### src/rtl/mem_access_ctrl.sv
// mem_access_ctrl: turns RV32I loads/stores into word-aligned memory transactions.
//   A request may cross a word boundary. It is then issued as two word
//   transactions, or rejected with err when ALLOW_MISALIGNED=0.
// Ports:
//   clk, rst_n        clock, async active-low reset
//   req/req_ready     request handshake (accepted only in IDLE)
//   req_we/req_funct3/req_addr/req_wdata  access descriptor
//   done/rdata/err    completion pulse, extended load data, error flag
//   mem_*             word-aligned memory port, strobes held until mem_resp
module mem_access_ctrl #(
  parameter logic ALLOW_MISALIGNED = 1'b1
) (
  input  logic        clk,
  input  logic        rst_n,
  input  logic        req,
  output logic        req_ready,
  input  logic        req_we,
  input  logic [2:0]  req_funct3,
  input  logic [31:0] req_addr,
  input  logic [31:0] req_wdata,
  output logic        done,
  output logic [31:0] rdata,
  output logic        err,
  output logic        mem_read,
  output logic        mem_write,
  output logic [31:0] mem_address,
  output logic [3:0]  mem_byte_enable,
  output logic [31:0] mem_wdata,
  input  logic [31:0] mem_rdata,
  input  logic        mem_resp
);

  typedef enum logic [1:0] {IDLE, ACC0, ACC1, DONE} state_t;
  state_t state, state_nx;

  logic        we_q, cross_q, err_q;
  logic [2:0]  f3_q;
  logic [1:0]  off_q;
  logic [31:0] wdata_q, rdata0_q;

  logic [2:0]  req_size;
  logic        req_legal, req_cross, req_bad;
  logic        resp_ok;
  logic [2:0]  hi_sh;

  function automatic logic [3:0] bmask(input logic [2:0] f3);
    case (f3[1:0])
      2'b00:   bmask = 4'h1;
      2'b01:   bmask = 4'h3;
      default: bmask = 4'hF;
    endcase
  endfunction

  function automatic logic [3:0] be_lo(input logic [2:0] f3, input logic [1:0] o);
    logic [7:0] t;
    t = {4'b0, bmask(f3)} << o;
    be_lo = t[3:0];
  endfunction

  // Shift the two captured words down to the access offset, then truncate and extend.
  function automatic logic [31:0] ext_load(input logic [63:0] w, input logic [1:0] o,
                                           input logic [2:0] f3);
    logic [63:0] s;
    s = w >> {o, 3'b000};
    case (f3[1:0])
      2'b00:   ext_load = f3[2] ? {24'b0, s[7:0]}  : {{24{s[7]}}, s[7:0]};
      2'b01:   ext_load = f3[2] ? {16'b0, s[15:0]} : {{16{s[15]}}, s[15:0]};
      default: ext_load = s[31:0];
    endcase
  endfunction

  always_comb begin
    case (req_funct3[1:0])
      2'b00:   req_size = 3'd1;
      2'b01:   req_size = 3'd2;
      default: req_size = 3'd4;
    endcase
    req_legal = (req_funct3 inside {3'b000, 3'b001, 3'b010}) ||
                (!req_we && (req_funct3 inside {3'b100, 3'b101}));
    req_cross = ({1'b0, req_addr[1:0]} + req_size) > 3'd4;
    req_bad   = !req_legal || (req_cross && !ALLOW_MISALIGNED);
  end

  // A response only counts while a strobe is actually out; this also covers
  // the idle cycle at the start of ACC1 before its strobe rises.
  assign resp_ok = mem_resp && (mem_read || mem_write);
  assign hi_sh   = 3'd4 - {1'b0, off_q};

  // state register
  always_ff @(posedge clk or negedge rst_n) begin
    if (!rst_n) state <= IDLE;
    else        state <= state_nx;
  end

  // next state
  always_comb begin
    state_nx = state;
    case (state)
      IDLE:    if (req) state_nx = req_bad ? DONE : ACC0;
      ACC0:    if (resp_ok) state_nx = cross_q ? ACC1 : DONE;
      ACC1:    if (resp_ok) state_nx = DONE;
      DONE:    state_nx = IDLE;
      default: state_nx = IDLE;
    endcase
  end

  // outputs
  always_comb begin
    req_ready = (state == IDLE);
    done      = (state == DONE);
    err       = (state == DONE) && err_q;
  end

  // Datapath and registered memory-port outputs.
  always_ff @(posedge clk or negedge rst_n) begin
    if (!rst_n) begin
      we_q <= 1'b0; cross_q <= 1'b0; err_q <= 1'b0;
      f3_q <= 3'b0; off_q <= 2'b0; wdata_q <= 32'b0; rdata0_q <= 32'b0;
      rdata <= 32'b0;
      mem_read <= 1'b0; mem_write <= 1'b0;
      mem_address <= 32'b0; mem_byte_enable <= 4'b0; mem_wdata <= 32'b0;
    end else begin
      case (state)
        IDLE: if (req) begin
          we_q    <= req_we;
          f3_q    <= req_funct3;
          off_q   <= req_addr[1:0];
          cross_q <= req_cross;
          wdata_q <= req_wdata;
          if (req_bad) begin
            err_q <= 1'b1;
            rdata <= 32'b0;
          end else begin
            err_q           <= 1'b0;
            mem_read        <= !req_we;
            mem_write       <= req_we;
            mem_address     <= {req_addr[31:2], 2'b00};
            mem_byte_enable <= req_we ? be_lo(req_funct3, req_addr[1:0]) : 4'hF;
            mem_wdata       <= req_wdata << {req_addr[1:0], 3'b000};
          end
        end
        ACC0: if (resp_ok) begin
          mem_read  <= 1'b0;
          mem_write <= 1'b0;
          rdata0_q  <= mem_rdata;
          if (cross_q) begin
            // second word: address wraps naturally at 2^32
            mem_address     <= mem_address + 32'd4;
            mem_byte_enable <= we_q ? (bmask(f3_q) >> hi_sh) : 4'hF;
            mem_wdata       <= wdata_q >> {hi_sh, 3'b000};
          end else begin
            rdata <= we_q ? 32'b0 : ext_load({32'b0, mem_rdata}, off_q, f3_q);
          end
        end
        ACC1: begin
          if (resp_ok) begin
            mem_read  <= 1'b0;
            mem_write <= 1'b0;
            rdata     <= we_q ? 32'b0 : ext_load({mem_rdata, rdata0_q}, off_q, f3_q);
          end else if (!mem_read && !mem_write) begin
            mem_read  <= !we_q;
            mem_write <= we_q;
          end
        end
        default: ;
      endcase
    end
  end

endmodule
### config.mk
export PLATFORM = sky130hd
export DESIGN_NAME = mem_access_ctrl
export DESIGN_NICKNAME = d
export VERILOG_FILES = /design/src/rtl/mem_access_ctrl.sv
export SDC_FILE = /design/constraint.sdc
export NUM_CORES = 1
export LEC_CHECK = 0
export ABC_AREA = 1
export BUFFER_PORTS_ARGS = -buffer_cell sky130_fd_sc_hd__buf_2
export CORE_ASPECT_RATIO = 1.5
export CORE_MARGIN = 8
export CORE_UTILIZATION = 53
export CTS_BUF_LIST = sky130_fd_sc_hd__clkbuf_4
export DETAILED_ROUTE_END_ITERATION = 10
export PLACE_DENSITY_LB_ADDON = 0.3
export SETUP_SLACK_MARGIN = 0.5
export SYNTH_ARGS = -nofsm -noshare
export SYNTH_HDL_FRONTEND = slang
export SYNTH_SLANG_ARGS = --single-unit
### constraint.sdc
create_clock -name clk -period 2.1 [get_ports clk]
set_clock_uncertainty 0.15 [all_clocks]
set_input_delay 0.315 -clock clk [delete_from_list [all_inputs] [get_ports clk]]
set_output_delay 0.315 -clock clk [all_outputs]
set_load 0.01 [all_outputs]
==> results by group <==
STA
  – Final period utilization: 104%
  – Setup TNS: -0.231 ns
  – Slew @ Worst Pin: 1.00 ns
  – Final Hold Vio Count: 0
  – Hold slack final: 0.0736 ns
  – Slew HR: 33.0%
  – Highest clock rate: 460 MHz
  – Min Tclk post-route: 2.18 ns
  – Final Max Tran Viols: 0
  – RSZ-0062 raised after global routing: true
  – Final setup vio count: 13
  – Fin worst setup slack: -0.0762 ns

Routing
  – DRC: 0
  – DR WL/cell: roughly 21 µm
  – Number of iterations in the first detailed-routing pass: 7
  – DR iter-0 viols: 1896
  – Routed WL: roughly 48 mm
  – Vias per cell: between 6 and 7
  – Total number of vias: 13800
  – Final antenna-violating net count: 0

Critical path
  – Critical path arrival: around 2.6 ns
  – Crit end category: flip-flop
  – WS Path Type: reg -> reg
  – CP required: 2.48 ns
  – CP max FO: 8
  – Critical path launch point type: flip-flop

Final layout
  – Final non-filler cell area: roughly 0.017 mm²
  – FILL cells: 1345
  – Layout area overhead: 46.7%
  – Commonest non-fill, non-tap cells in the layout: 562 x nand2_1, 179 x buf_2, 156 x dfrtp_1, 122 x o21ai_0, 100 x dlygate4sd3_1
  – Fraction of layout cells with a size suffix above 1: 32.0%
  – Nets: 2088
  – Commonest non-fill, non-tap cell in the layout: nand2_1

Clocking
  – CTS tree: yes
  – Clk sinks: 174
  – Clock Path Buffers: 2
  – H-tree depth: 4
  – Clock slew at reported path FFs: 0.15 ns
  – Clk root buf: clkbuf_4
  – CTS Buf Count: 17
  – Clk_lat worst skew: 0.61 ns

Global route
  – Gr usage total: a little under a third
  – GRT busiest layer: met2
  – GR Overflow Total: 0
  – M2 GR Usage: 49.6%
  – Met3 Usage GRT: 5.73%
  – Initial antenna violation count: 3
  – Number of global-route vias before repair: about 13000
  – Global-route wire length before repair: 64.2 mm
  – Largest net degree at the start of global routing: 89
  – GRT met1 Usage: 35.3%

Synth
  – Seq cells post-synth: 174
  – Mapped Cells: 1616
  – Cell Area, Synth: approximately 0.011 mm²
  – Share of the synthesized area in the top cell type: 38.7%
  – Register area share after synthesis: about two fifths
  – Synth unique cells: 46
  – Yosys top cell by area: dfrtp_1
  – Yosys warns: 0
  – Cells taking the most area after synthesis: dfrtp_1 39%, nand2_1 22%, o21ai_0 6.5%, nand3_1 4.8%, nor2_1 3.3%
  – Syn Area/Cell: roughly 7 µm²

Floorplan
  – FP Rows: 65
  – Initial Util: 53.7%
  – Die Ht: slightly below 200 µm
  – Ports: 209
  – Die area: 0.0263 mm²
  – Area of the core: 0.0210 mm²
  – Die width: 135 µm

Power
  – Combinational share of power: 67.0%
  – Sequential power share: 24.1%
  – Pwr Density: 1590 mW/mm²
  – Total power: 26300 µW
  – Clock power frac: 8.9%
  – Leak pwr: about 0.0083 µW
  – Net switching power: approximately 13000 µW
  – VDD IR-drop max: 0.892 mV
  – Switching power share of the total: 48.6%
  – Int Power: 13500 µW

Worst hold path
  – Worst Hold Class: in -> reg

Flow run
  – Max-cap violations: 0

Place
  – Placer Congestion: 0.910
  – IO Port Bufs: 206
  – DP HPWL: approximately 26 mm
  – Placed Instance Area: 0.0128 mm²

Run status
  – Failing checks: negative setup slack
  – Outcome: finished, violations left
[routing by layer]
metal / wire length [µm] / vias up
li1: - / 6012
met5: 0 / -
met1: 16000 / 6375
met4: 4340 / 0
met3: 4440 / 333
met2: 23100 / 1079
[synthesized netlist by cell type (all sizes together)]
master and instances:
nand2 653, dfrtp 174, o21ai 173, nand3 125, nor2 104, inv 93
buf 64, a21oi 46, clkbuf 31, mux2 28, o221ai 22, or2 20
o211ai 13, nand3b 12, o31ai 9, ha 8, o22ai 8, mux2i 6
o2bb2ai 6, nand4 5, nor3 4, clkinv 3, a211oi 1, a21boi 1
a22oi 1, a31oi 1, conb 1, fa 1, nor2b 1, o311ai 1
xor2 1
[final timing paths]
check	slack [ns]	end	depth (start not counted)	startpoint
setup / recovery	-0.08	mem_address[17]	12	state[0]
hold / removal	0.07	mem_byte_enable[2]	5	req_addr[0]
setup reg to reg	-0.08	mem_address[17]	12	state[0]
hold reg to reg	0.35	rdata[5]	2	rdata[5]
max in group asynchronous	0.65	wdata_q[22]	3	rst_n
min in group asynchronous	0.12	mem_wdata[31]	3	rst_n
[area by class of cell]
type,count,area [µm²],area share [%]
diodes,6,15.0,0.0909
clock buffers,19,143,0.863
clock inverters,11,191,1.16
inverters,96,399,2.42
multi-input cells,1253,7030,42.5
flip-flops and latches,174,4380,26.5
well taps,268,335,2.03
repair buffers,433,4030,24.4
[cell families (layout without fill, tap and decap cells)]
kind of cell	after synthesis	after routing	share of synthesized area, %
multiplexers	34	34	3.33
other	1	8	0.0333
flip-flops	174	174	38.7
AND/OR/NAND/NOR	924	925	34.8
XOR/XNOR	1	1	0.0778
AO/OA/AOI/OAI	282	282	14.2
adder cells (fa/ha/maj)	9	9	1.07
buffers and inverters	191	559	7.92
[sequential cells by signal (all words and copies together) (netlist names)]
| signal | flops |
|---|---|
| mem_address | 30 |
| mem_write | 1 |
| rdata0_q | 32 |
| mem_wdata | 32 |
| cross_q | 1 |
| state | 2 |
| mem_byte_enable | 4 |
| err_q | 1 |
| mem_read | 1 |
| we_q | 1 |
| rdata | 32 |
| f3_q | 3 |
| wdata_q | 32 |
| off_q | 2 |
[worst max-delay path: stages (launching register included)]
cell	delay, ns
dfrtp_2	0.49
inv_2	0.11
ha_4	0.21
nand2_4	0.08
a21oi_2	0.15
nand2_2	0.07
nor2_4	0.14
buf_6	0.15
inv_16	0.07
buf_12	0.14
nor2_1	0.15
nand2_1	0.09
o21ai_0	0.08
[power groups by stage]
stage	clock, µW	combinational [µW]	sequential [µW]
after floorplan	0	8180	6200
after global placement	0	11300	6080
after detailed placement	0	11500	6120
after CTS	2350	13400	6080
after global routing	2440	18700	6470
final	2330	17600	6340
[through the flow]
stage          std cells  setup WS, ns  util [%]
2_1_floorplan       1617         0.223         -
3_3_place_gp        2041         0.115      60.8
3_5_place_dp        2041        0.0628      60.8
4_1_cts             2196        0.0515      70.6
5_1_grt             2257        -0.125      78.7
6_report            2260       -0.0762      78.7
[what timing repair did]
| action | CTS | global route |
|---|---|---|
| hold endpoints to repair | 293 | 0 |
| gates resized for setup | 85 | 278 |
| buffers inserted | 11 | 40 |
| hold buffers | 103 | 0 |
| pin swaps | 25 | 50 |
| setup endpoints to repair | 234 | 282 |
| cloned | 11 | 18 |
No activity file was read; power rests on OpenSTA's default activity.
